**src/rtl/gps_route_acc_if.sv**
```systemverilog
// Bus between the distance stage, the route accumulator and its result consumer.
// fsm_state mirrors the accumulator's ACCUM/HOLD state for observation.
interface gps_route_acc_if;
    logic        D_VALID;
    logic [39:0] D_IN;
    logic        OUT_READY;
    logic        OUT_VALID;
    logic [47:0] TOTAL;
    logic [7:0]  SEG_CNT;
    logic [39:0] MAX_SEG;
    logic        OVF;
    logic [0:0]  fsm_state;

    // Result handshake: a route result transfers on a cycle where OUT_VALID and
    // OUT_READY are both 1; once raised, OUT_VALID and the result hold until then.
    modport master (
        output D_VALID, D_IN, OUT_READY,
        input  OUT_VALID, TOTAL, SEG_CNT, MAX_SEG, OVF, fsm_state
    );

    modport slave (
        input  D_VALID, D_IN, OUT_READY,
        output OUT_VALID, TOTAL, SEG_CNT, MAX_SEG, OVF, fsm_state
    );
endinterface

```
**src/rtl/gps_route_acc.sv**
```systemverilog
// Buffers segment distances in a small FIFO and sums ROUTE_LEN of them into one route result.
// Define GPS_ROUTE_MAX_EN to track the largest segment on MAX_SEG; otherwise MAX_SEG is 0.
module gps_route_acc #(
    parameter int ROUTE_LEN  = 8,
    parameter int FIFO_DEPTH = 4
) (
    input logic            clk,
    input logic            reset,
    gps_route_acc_if.slave bus
);

    localparam logic [0:0] ACCUM = 1'b0;
    localparam logic [0:0] HOLD  = 1'b1;

    localparam int              AW       = $clog2(FIFO_DEPTH);
    localparam logic [AW:0]     FULL_CNT = (AW+1)'(FIFO_DEPTH);
    localparam logic [8:0]      LAST_CNT = 9'(ROUTE_LEN);

    logic [39:0]   mem [FIFO_DEPTH];
    logic [AW-1:0] wr_ptr;
    logic [AW-1:0] rd_ptr;
    logic [AW:0]   count;

    logic [0:0]  state;
    logic        out_valid;
    logic [47:0] total;
    logic [7:0]  seg_cnt;
    logic        ovf;

    logic        full;
    logic        empty;
    logic        wr_en;
    logic        pop;
    logic        hs;
    logic [39:0] pop_data;
    logic [8:0]  seg_next;
    logic        last_seg;

    // Full is judged on the count at cycle start, so a same-cycle pop never rescues a write.
    assign full     = (count == FULL_CNT);
    assign empty    = (count == '0);
    assign wr_en    = bus.D_VALID && !full;
    assign pop      = (state == ACCUM) && !empty;
    assign hs       = (state == HOLD) && bus.OUT_READY;
    assign pop_data = mem[rd_ptr];
    assign seg_next = {1'b0, seg_cnt} + 9'd1;
    assign last_seg = (seg_next == LAST_CNT);

    always_ff @(posedge clk) begin
        if (wr_en) begin
            mem[wr_ptr] <= bus.D_IN;
        end
    end

    always_ff @(posedge clk or posedge reset) begin
        if (reset) begin
            wr_ptr <= '0;
            rd_ptr <= '0;
            count  <= '0;
        end else begin
            if (wr_en) begin
                wr_ptr <= wr_ptr + AW'(1);
            end
            if (pop) begin
                rd_ptr <= rd_ptr + AW'(1);
            end
            case ({wr_en, pop})
                2'b10:   count <= count + (AW+1)'(1);
                2'b01:   count <= count - (AW+1)'(1);
                default: count <= count;
            endcase
        end
    end

    always_ff @(posedge clk or posedge reset) begin
        if (reset) begin
            state     <= ACCUM;
            out_valid <= 1'b0;
            total     <= '0;
            seg_cnt   <= '0;
            ovf       <= 1'b0;
        end else begin
            if (bus.D_VALID && full) begin
                ovf <= 1'b1;
            end
            case (state)
                ACCUM: begin
                    if (pop) begin
                        total   <= total + {8'd0, pop_data};
                        seg_cnt <= seg_next[7:0];
                        if (last_seg) begin
                            state     <= HOLD;
                            out_valid <= 1'b1;
                        end
                    end
                end
                HOLD: begin
                    if (hs) begin
                        state     <= ACCUM;
                        out_valid <= 1'b0;
                        total     <= '0;
                        seg_cnt   <= '0;
                    end
                end
                default: state <= ACCUM;
            endcase
        end
    end

`ifdef GPS_ROUTE_MAX_EN
    logic [39:0] max_q;

    // Pops happen only in ACCUM and the clear only in HOLD, so the two never collide.
    always_ff @(posedge clk or posedge reset) begin
        if (reset) begin
            max_q <= '0;
        end else if (pop && (pop_data > max_q)) begin
            max_q <= pop_data;
        end else if (hs) begin
            max_q <= '0;
        end
    end

    assign bus.MAX_SEG = max_q;
`else
    assign bus.MAX_SEG = '0;
`endif

    assign bus.OUT_VALID = out_valid;
    assign bus.TOTAL     = total;
    assign bus.SEG_CNT   = seg_cnt;
    assign bus.OVF       = ovf;
    assign bus.fsm_state = state;

endmodule

```
**src/flat_wrapper.sv**
```systemverilog
// flat-port wrapper written by rule: the top's interface ports become plain ports
module gps_route_acc_flat 
#(
    parameter int ROUTE_LEN  = 8,
    parameter int FIFO_DEPTH = 4
)
  (clk, reset, bus_D_VALID, bus_D_IN, bus_OUT_READY, bus_OUT_VALID, bus_TOTAL, bus_SEG_CNT, bus_MAX_SEG, bus_OVF, bus_fsm_state);
  gps_route_acc_if bus_i ();
  input logic clk;
  input logic reset;
  input wire logic [$bits(bus_i.D_VALID)-1:0] bus_D_VALID;
  input wire logic [$bits(bus_i.D_IN)-1:0] bus_D_IN;
  input wire logic [$bits(bus_i.OUT_READY)-1:0] bus_OUT_READY;
  output wire logic [$bits(bus_i.OUT_VALID)-1:0] bus_OUT_VALID;
  output wire logic [$bits(bus_i.TOTAL)-1:0] bus_TOTAL;
  output wire logic [$bits(bus_i.SEG_CNT)-1:0] bus_SEG_CNT;
  output wire logic [$bits(bus_i.MAX_SEG)-1:0] bus_MAX_SEG;
  output wire logic [$bits(bus_i.OVF)-1:0] bus_OVF;
  output wire logic [$bits(bus_i.fsm_state)-1:0] bus_fsm_state;
  assign bus_i.D_VALID = bus_D_VALID;
  assign bus_i.D_IN = bus_D_IN;
  assign bus_i.OUT_READY = bus_OUT_READY;
  assign bus_OUT_VALID = bus_i.OUT_VALID;
  assign bus_TOTAL = bus_i.TOTAL;
  assign bus_SEG_CNT = bus_i.SEG_CNT;
  assign bus_MAX_SEG = bus_i.MAX_SEG;
  assign bus_OVF = bus_i.OVF;
  assign bus_fsm_state = bus_i.fsm_state;
  gps_route_acc #(.ROUTE_LEN(ROUTE_LEN), .FIFO_DEPTH(FIFO_DEPTH)) u_core (.clk(clk), .reset(reset), .bus(bus_i));
endmodule
```
**config.mk**
```make
export PLATFORM = sky130hd
export DESIGN_NAME = gps_route_acc_flat
export DESIGN_NICKNAME = d
export VERILOG_FILES = /design/src/rtl/gps_route_acc_if.sv /design/src/rtl/gps_route_acc.sv /design/src/flat_wrapper.sv
export SDC_FILE = /design/constraint.sdc
export NUM_CORES = 1
export LEC_CHECK = 0
export BUFFER_PORTS_ARGS = -buffer_cell sky130_fd_sc_hd__buf_2
export CORE_MARGIN = 4
export CORE_UTILIZATION = 30
export CTS_CLUSTER_DIAMETER = 30
export DETAILED_ROUTE_END_ITERATION = 7
export SYNTH_ARGS = -nofsm -noshare
export SYNTH_HDL_FRONTEND = slang
export SYNTH_SLANG_ARGS = --single-unit
```
**constraint.sdc**
```tcl
create_clock -name clk -period 9.2 [get_ports clk]
set_clock_uncertainty 0.1 [all_clocks]
set_input_delay 0 -clock clk [delete_from_list [all_inputs] [get_ports clk]]
set_output_delay 0 -clock clk [all_outputs]
set_load 0.02 [all_outputs]
```
# Word level (Yosys, flattened, before mapping)
# Memory sizes are Yosys's and may differ from the RTL's.
# Cells that the tools add are included.
[classes]
addsub = 6
eq_ne = 7
n_mux = 17
bitwise = 1
n_reduce_logical = 10
[ops]
columns = ["op", "n"]
rows = [
  ["two-way mux 48 bit", 2],
  ["case mux 48 bit (2 select lines)", 1],
  ["adder 48 x 40 -> 48 bit", 1],
  ["two-way mux 8 bit", 2],
  ["case mux 8 bit (2 select lines)", 1],
  ["adder 8 x 1 -> 9 bit, second input constant", 1],
  ["== test 9 x 4 -> 1 bit, second input constant", 1],
  ["two-way mux 1 bit", 8],
  ["case mux 3 bit (2 select lines)", 1],
  ["adder 2 x 1 -> 2 bit, second input constant", 2],
  ["logical AND 1 bit", 4],
  ["inequality test 2 x 1 -> 1 bit, second input constant", 2],
  ["case mux 1 bit (2 select lines)", 2],
  ["adder 3 x 1 -> 3 bit, second input constant", 1],
  ["== test 3 bit, second input constant", 1],
  ["logical NOT 3 bit", 1],
  ["AND reduction 3 bit", 1],
  ["subtractor 3 x 1 -> 3 bit, second input constant", 1],
  ["== test 2 x 1 -> 1 bit, second input constant", 1],
  ["== test 2 bit, second input constant", 1],
  ["logical NOT 1 bit", 2],
  ["inequality test 2 bit, second input constant", 1],
  ["AND reduction 2 bit", 1],
  ["nonzero test 2 bit", 1],
  ["NOT 1 bit", 1],
]
[totals]
ff_bits = 66
ramBits = 160
output_inout_bits = 99
elab_cells = 50
n_memories = 1
[mem_list]
columns = ["memory", "depth", "width", "rd", "rd_clocked_by_memory_dff", "wr", "line_no", "rtl"]
rows = [
  ["u_core.mem", 4, 40, 1, 0, 1, "gps_route_acc.sv:19", "logic [39:0] mem [FIFO_DEPTH];"],
]

# Logic depth before layout (Yosys ltp)
# Gate-level depths: netlist (run 1).
[logic_depth]
word_depth = 5
ltp_mapped = 13
ltp_nobuf = 11

# Worst setup path before layout (run 1)
# OpenSTA, ideal clock, no wires.
[synth_path]
path_type = "register to register"
startpoint = "register u_core.rd_ptr[0]"
endpoint = "register u_core.total[43] (netlist: u_core.bus.TOTAL[43])"
setup_time_ns = 0.080
arrival_time_ns = 3.576
required_ns = 9.020
setup_slack_ns = 5.444
path_stages_with_launch = 13
n_path_buf = 2
period_less_slack_ns = 3.756
cell_sequence = "dfrtp_1 clkbuf_1 buf_1 mux4_2 ha_1 and2_1 a221oi_1 a2111o_1 a31oi_1 o311ai_1 o211ai_1 nand3_1 mux2i_1"
[synth_via]
elab_chain_len = 4
[synth_lines]
columns = ["item", "line_no", "rtl"]
rows = [
  ["from (decl)", "gps_route_acc.sv:21", "logic [AW-1:0] rd_ptr;"],
  ["from (signal assigned)", "gps_route_acc.sv:65", "rd_ptr <= rd_ptr + AW'(1);"],
  ["memory (4 x 40 bit)", "n/a", ""],
  ["adder 48 x 40 -> 48 bit", "gps_route_acc.sv:89", "total <= total + {8'd0, pop_data};"],
  ["two-way mux 48 bit", "gps_route_acc.sv:88", "if (pop) begin"],
  ["case mux 48 bit (2 select lines)", "gps_route_acc.sv:86", "case (state)"],
  ["to (signal assigned)", "gps_route_acc.sv:89", ""],
  ["to (decl)", "gps_route_acc.sv:26", "logic [47:0] total;"],
]
# Every way passes these cells. The select of a mux whose other input is x is not followed.
# A chain may end at the register's enable or synchronous reset.

# Final worst setup path (run 1)
[layout_path]
startpoint = "register u_core.rd_ptr[0]"
endpoint = "register u_core.total[30] (netlist: u_core.bus.TOTAL[30])"
# Same word-level chain as after synthesis.

==> flow_summary.yaml, run 1 <==
status:
  status: "completed"
global_route:
  grt_remaining_overflow: 0
  grt.total_usage_pct: 13.5
  grt_pass1_vias: 7910
  grt_max_degree: 67
  antenna_found_initial: 0
  grt_pass1_wl_mm: 44.4
critical_path:
  rrSetupSlack_ns: 4.62
  crit_required_ns: 9.56
  start_kind: "flop"
  crit_fanout: 23
  cp.arrival_ns: 4.94
  r2r_end: "u_core.bus.TOTAL[30]"
  r2r-start: "u_core.rd_ptr[0]"
  critPathKind: "reg -> reg"
  reg2reg_depth: 12
  end_kind: "flop"
synth:
  synth.mux.area_fraction_pct: 8.76
  avgSynthCellArea_sq_um: 12.8
  yosys_warnings: 0
  synth_area_leaders: "edfxtp_1, dfrtp_1, mux4_2, ha_1, nand3_1"
  syn_inst: 885
  yosysUniqueCellTypes: 68
  netlist.area_leader.share_pct: 42.5
  ys_seq_area_share_pct: 57.1
  synth_xor_area_share_pct: 2.71
  synth-compound-area-share_pct: 11.6
  ys_seq_elements: 226
  yosysMostFrequentCell: "edfxtp_1"
  synth_top_family_by_area: "compound AO/OA/AOI/OAI gates"
  synthArstFlopShare_pct: 29.2
  syn_area_sq_um: 11300
  synth_edf_count: 160
  synth_common_cells: "edfxtp_1, nand2_1, dfrtp_1, nand3_1, o21ai_0"
  synth_fa_ha_area_share_pct: 5.55
  ys.flop_type: "edfxtp_1"
  synth.largest_area_cell: "edfxtp_1"
  synth-simple-area-share_pct: 9.32
clock_network:
  cts_buffers: 52
  clk_pin_slew_ns: 0.05
  clock_sinks: 226
  cts-root-buf: "clkbuf_16"
  cts_tree: "done"
  htree_num_levels: 2
  cts_setup_buffers: 0
  cts_buffer_depth: 3
  worstSkewPairLatency_ns: 0.55
die:
  ios: 143
  core_sq_um: 36900
  num_rows: 70
  die_w_um: 202
  start_util_pct: 30.7
  die_h_um: 202
  die_area_sq_um: 40900
layout:
  layout.nets: 1150
  ff_latch_area_sq_um: 6460
  area_growth_pct: 27.5
  utilization_pct: 39.1
  antennaDiodeCount: 0
  drive_gt1_share_pct: 24.2
  n_fill_cell: 3530
  multi_input_area_sq_um: 4450
sta:
  setup_viol: 0
  fin_crit_sh_pct: 49.8
  hold_violations: 0
  fmax_ghz: 0.218
  fin_hold_ws_ns: 0.105
  fin_crit_ns: 4.58
  setup_tns_ns: 0
  relSlewSlack_pct: 26.6
  setup_ws_ns: 4.62
  rsz0062_at_grt: "false"
  tightest_slew_ns: 1.10
  slew_viol_final: 0
routing:
  wl_per_cell_um: 17.3
  detail-route-antenna-nets: 0
  drc: 0
  vias_per_cell: 4.84
  via_count: 7770
  drt_pass1_iterations: 5
  finalWirelength_mm: 27.8
  drt_iter0_drc: 528
job:
  maxCapViolations: 0
place:
  dpl.hpwl_mm: 18.7
  pre_cts_slack_ns: 4.59
  port_buffers: 102
  gp_congestion: 0.835
worst_hold_path:
  min_to: "u_core.mem[3][1]"
  worstHoldPathType: "in -> reg"
  hold_path_depth: 2
  hp-start: "bus_D_IN[1]"
worst max-delay path, cell delays in order (launching register included):
cell      delay, ns
dfrtp_2        0.79
buf_4          0.56
mux4_2         0.57
ha_1           0.22
fa_1           0.44
a211oi_2       0.26
o211ai_2       0.16
nand3_2        0.15
a21oi_2        0.11
a31oi_1        0.34
o21ai_0        0.27
a2111o_1       0.42
o211ai_1       0.09
state kept, by name (all words and copies together) (netlist names):
register              cells
u_core.mem              160
u_core.bus.TOTAL         48
u_core.bus.SEG_CNT        8
u_core.count              3
u_core.rd_ptr             2
u_core.wr_ptr             2
u_core.bus.OUT_VALID      1
u_core.bus.OVF            1
u_core.bus.fsm_state      1
per-layer routing:
| metal | part of all wire (%) | GRT usage, % |
|---|---|---|
| met5 | 0 | 0 |
| met4 | 2.5 | 4.41 |
| met3 | 6.2 | 3.58 |
| met2 | 47 | 22.0 |
| met1 | 44 | 17.6 |
layout make-up:
| cell class | count | area share [%] |
|---|---|---|
| timing repair buffer | 154 | 6.99 |
| sequential | 226 | 44.8 |
| clock inverter | 38 | 2.74 |
| clock buffer | 60 | 9.38 |
| inverter | 33 | 0.859 |
| multi-input combinational | 590 | 30.9 |
| tap | 504 | 4.37 |
cells by family (layout without fill, tap and decap cells):
group,count (synthesis),in the layout
mux,49,49
compound gates,198,198
other cells,1,40
simple gates,219,219
flops,226,226
buf+inv,108,285
xor+xnor,35,35
fa+ha+maj,49,49
worst max-delay path by stage:
stage	slack (ns)	end	cells past startpoint	start
after floorplan	5.44	u_core.bus.TOTAL[43]	12	u_core.rd_ptr[0]
after global placement	4.66	u_core.bus.TOTAL[41]	11	u_core.rd_ptr[0]
after detailed placement	4.59	u_core.bus.TOTAL[30]	12	u_core.rd_ptr[0]
after CTS	4.55	u_core.bus.TOTAL[30]	12	u_core.rd_ptr[0]
after global routing	4.23	u_core.bus.TOTAL[30]	12	u_core.rd_ptr[0]
final	4.62	u_core.bus.TOTAL[30]	12	u_core.rd_ptr[0]
cell usage in the layout (no fill, tap or decap), types with 12 or more instances in the layout:
cell	count
a21oi_1	48
dfrtp_1	64
a21o_1	12
nand3_1	64
conb_1	40
dlygate4sd3_1	43
xor2_1	15
mux4_2	40
inv_1	32
inv_6	15
clkbuf_16	53
nor3_1	12
ha_1	47
edfxtp_1	160
o21ai_0	53
xnor2_1	20
buf_2	102
nand2_1	67
nor2_1	33
through the flow:
stage	cells	instance area, sq um
after floorplan	924	11500
after CTS	1605	14400
after global routing	1605	14400
after detailed placement	1464	12200
final	1605	14400
after global placement	1464	12200
what timing repair did:
action	4_1_cts	5_1_grt
gates resized for setup	0	0
endpoints found under the hold margin	230	0
hold buffers	43	0
Power of run 1 is left out: the tool's default activity adds up to more than one toggle a clock period on the data nets, which glitch-free logic cannot reach.
==> inputs of run 2 (changes only) <==
- clock period: 9.2 -> 4.7 ns (I/O delays scaled with it)
==> flow_summary.yaml, run 2 (synthesized netlist as in run 1, its figures left out) <==
status:
  status: "completed"
die:
  num_rows: 70
  start_util_pct: 30.7
  die_w_um: 202
  die_area_sq_um: 40900
  die_h_um: 202
  core_sq_um: 36900
  ios: 143
routing:
  drc: 0
  finalWirelength_mm: 27.9
  drt_iter0_drc: 525
  via_count: 7756
  wl_per_cell_um: 17.4
  vias_per_cell: 4.83
  drt_pass1_iterations: 4
  detail-route-antenna-nets: 0
layout:
  area_growth_pct: 27.1
  drive_gt1_share_pct: 24.3
  layout.nets: 1152
  largest-register: "u_core.mem"
  final_cell_mix: "edfxtp_1, buf_2, nand2_1, nand3_1, dfrtp_1"
  antennaDiodeCount: 0
  final_common_cell: "edfxtp_1"
  largest_reg_flops: 160
sta:
  fin_crit_sh_pct: 87.3
  setup_tns_ns: 0
  setup_viol: 0
  relSlewSlack_pct: 36.5
  tightest_slew_ns: 0.949
  slew_viol_final: 0
  fmax_ghz: 0.244
  rsz0062_at_grt: "false"
  fin_crit_ns: 4.10
  hold_violations: 0
clock_network:
  htree_num_levels: 2
  cts_resized: 0
  cts-root-buf: "clkbuf_16"
  clock_sinks: 226
  clk_pin_slew_ns: 0.05
  cts_buffer_depth: 3
  cts_buffers: 51
  cts_tree: "done"
  worstSkewPairLatency_ns: 0.55
critical_path:
  end_kind: "flop"
  slowest_delay_ns: 0.73
  critPathKind: "reg -> reg"
  cpMaxStageDelayCell: "dfrtp_2"
  cp_cell_sequence: "buf_12 > mux4_2 > ha_1 > a21oi_1 > o21ai_0 > a211oi_1 > nor3_1 > o311ai_1 > o211ai_1 > nand3_1 > mux2i_1"
  crit_required_ns: 5.04
  crit_fanout: 20
  cp.arrival_ns: 4.45
  start_kind: "flop"
worst_hold_path:
  worstHoldPathType: "in -> async"
global_route:
  grt_max_degree: 97
  grt_pass1_wl_mm: 44.4
  antenna_found_initial: 0
  grt_remaining_overflow: 0
  grt.total_usage_pct: 13.5
  grt_pass1_vias: 7890
place:
  dpl.hpwl_mm: 19.2
  gp_congestion: 0.848
  port_buffers: 102
job:
  maxCapViolations: 0
## run 2: cell count changes in the layout (fill, tap and decap cells not counted)
| cell | delta |
|---|---|
| clkbuf_1 | -1 |
| clkbuf_8 | +8 |
| clkinv_2 | +7 |
| clkinvlp_4 | +2 |
| buf_12 | +1 |
| clkinv_4 | -3 |
| clkbuf_16 | -1 |
| clkinv_8 | +1 |
| inv_6 | -13 |
| buf_4 | +2 |
| bufinv_16 | -3 |
## run 2: what timing repair did
action	CTS	global route
hold buffers	43	0
setup buffers	0	0
endpoints found under the hold margin	194	0
## run 2: layout make-up
type / count / area, sq um
multi-input combinational: 590 / 4450
tap: 504 / 631
fill: 3503 / 22500
timing repair buffer: 157 / 1040
inverter: 33 / 124
sequential: 226 / 6460
clock inverter: 29 / 231
clock buffer: 66 / 1430
## run 2: worst max-delay path: cells and delay by family, from the launching register on
family | cells | cell delay, ns
AO/OA/AOI/OAI | 5 | 1.43
flip-flops | 1 | 0.73
multiplexers | 2 | 0.72
adder cells (fa/ha/maj) | 1 | 0.38
AND/OR/NAND/NOR | 2 | 0.34
buffers and inverters | 1 | 0.27
## run 2: metal layers
layer,global-route usage [%],part of all wire (%)
met1,18.3,45
met2,21.8,47
met3,3.16,5.7
met4,3.93,2.0
met5,0,0
## run 2: through the flow
step	cells	hold slack (ns)	setup slack [ns]	utilization (%)	instance area (sq um)
after floorplan	924	-0.00113	0.944	-	11500
after global placement	1467	0.0613	0.642	33.3	12300
after detailed placement	1467	0.0777	0.648	33.3	12300
after CTS	1605	0.0557	0.583	39.0	14400
after global routing	1605	0.0931	0.318	39.0	14400
final	1605	0.0413	0.596	39.0	14400
## run 2: final timing paths
| path | startpoint | to | cells past startpoint | slack (ns) |
|---|---|---|---|---|
| setup / recovery | u_core.rd_ptr[0] | u_core.bus.TOTAL[41] | 11 | 0.60 |
| hold reg to reg | u_core.bus.OVF | u_core.bus.OVF | 1 | 0.36 |
| hold / removal | reset | u_core.bus.TOTAL[6] | 3 | 0.04 |
| setup reg to reg | u_core.rd_ptr[0] | u_core.bus.TOTAL[41] | 11 | 0.60 |
| min in group clk | bus_D_IN[18] | u_core.mem[0][18] | 2 | 0.11 |
| max in group asynchronous | reset | u_core.bus.TOTAL[29] | 4 | 3.46 |
Power of run 2 is left out for the same reason.
==> inputs of run 3 (changes only) <==
==> constraint.sdc (replaced) <==
create_clock -name clk -period 4.7 [get_ports clk]
set_clock_uncertainty 0.1 [all_clocks]
set_input_delay 0.94 -clock clk [delete_from_list [all_inputs] [get_ports clk]]
set_output_delay 0.94 -clock clk [all_outputs]
set_load 0.02 [all_outputs]
==> flow_summary.yaml, run 3 (synthesized netlist as in run 1, its figures left out) <==
status:
  status: "completed"
global_route:
  grt_busiest_layer: "met2"
  grt_remaining_overflow: 0
  met3_usage_pct: 3.14
  met1_usage_pct: 17.6
  met2_usage_pct: 21.2
  grt_pass1_wl_mm: 43.3
  antenna_found_initial: 1
  grt.total_usage_pct: 13.2
  grt_max_degree: 97
  grt_pass1_vias: 7734
critical_path:
  cpMaxStageDelayCell: "mux4_2"
  cp_cell_sequence: "buf_4 > mux4_2 > fa_1 > a211oi_2 > o211ai_2 > nand3_2 > a21oi_2 > a31oi_1 > o21ai_0 > a2111o_1 > o211ai_1"
  start_kind: "flop"
  slowest_delay_ns: 0.57
  crit_required_ns: 5.05
  crit_fanout: 11
  critPathKind: "reg -> reg"
  end_kind: "flop"
  r2r-start: "u_core.rd_ptr[0]"
  crit_start: "u_core.rd_ptr[0]"
  cp.arrival_ns: 4.44
routing:
  detail-route-antenna-nets: 0
  wl_per_cell_um: 17.7
  vias_per_cell: 4.87
  finalWirelength_mm: 27.7
  drc: 0
  via_count: 7629
  drt_iter0_drc: 529
  drt_pass1_iterations: 5
sta:
  slew_viol_final: 0
  relSlewSlack_pct: 36.1
  fmax_ghz: 0.244
  rsz0062_at_grt: "false"
  tightest_slew_ns: 0.959
  setup_tns_ns: 0
  setup_viol: 0
  fin_crit_sh_pct: 87.2
  fin_crit_ns: 4.10
  hold_violations: 0
layout:
  area_growth_pct: 24.5
  largest_reg_flops: 160
  antennaDiodeCount: 0
  final_cell_mix: "edfxtp_1, buf_2, nand2_1, nand3_1, dfrtp_1"
  multi_input_area_sq_um: 4450
  layout.nets: 1114
  ff_latch_area_sq_um: 6460
  drive_gt1_share_pct: 25.7
  final_common_cell: "edfxtp_1"
  largest-register: "u_core.mem"
  n_fill_cell: 3530
clock_network:
  htree_num_levels: 2
  cts_hold_buf: 0
  cts_setup_buffers: 0
  cts_tree: "done"
  cts_buffers: 50
  cts_resized: 0
  worstSkewPairLatency_ns: 0.55
  clock_sinks: 226
  cts-root-buf: "clkbuf_16"
  clk_pin_slew_ns: 0.05
  cts_buffer_depth: 3
die:
  die_h_um: 202
  start_util_pct: 30.7
  ios: 143
  die_w_um: 202
  num_rows: 70
  die_area_sq_um: 40900
  core_sq_um: 36900
worst_hold_path:
  hp-start: "u_core.bus.OVF"
  worstHoldPathType: "reg -> reg"
job:
  maxCapViolations: 0
place:
  port_buffers: 102
  dpl.hpwl_mm: 19.8
  gp_congestion: 0.865
[run 3: routing by layer]
layer | share of wire, % | routed length, um
met1 | 45 | 12400
met3 | 6.2 | 1710
met4 | 3.0 | 842
met5 | 0.047 | 13
met2 | 46 | 12700
[run 3: critical path: cells and delay by family, from the launching register on]
kind	cells	cell delay, ns
AO/OA/AOI/OAI	7	1.82
flip-flops	1	0.56
buffers and inverters	1	0.29
AND/OR/NAND/NOR	1	0.15
adder cells (fa/ha/maj)	1	0.47
multiplexers	1	0.57
[run 3: final cells by class]
type,instances,area share [%]
clock buffers,55,9.16
clock inverters,39,3.44
inverters,33,0.880
multi-input cells,590,31.6
flip-flops and latches,226,45.9
well taps,504,4.48
repair buffers,120,4.58
[run 3: path summary, 6_finish.rpt]
| kind | endpoint | slack, ns | cells after the start |
|---|---|---|---|
| hold reg to reg | u_core.bus.OVF | 0.36 | 1 |
| hold / removal | u_core.bus.OVF | 0.36 | 1 |
| setup / recovery | u_core.bus.TOTAL[30] | 0.60 | 11 |
| setup reg to reg | u_core.bus.TOTAL[30] | 0.60 | 11 |
| min in group asynchronous | u_core.bus.OUT_VALID | 0.44 | 2 |
| max in group asynchronous | u_core.rd_ptr[1] | 3.03 | 3 |
[run 3: through the flow]
stage	hold slack, ns	instance area (sq um)	utilization, %	setup slack (ns)	instances
2_1_floorplan	0.380	11500	-	0.944	924
3_3_place_gp	0.350	12300	33.4	0.564	1473
3_5_place_dp	0.363	12300	33.4	0.606	1473
4_1_cts	0.372	14100	38.2	0.554	1567
5_1_grt	0.397	14100	38.2	0.317	1567
6_report	0.365	14100	38.2	0.601	1567
Power of run 3 is left out for the same reason.
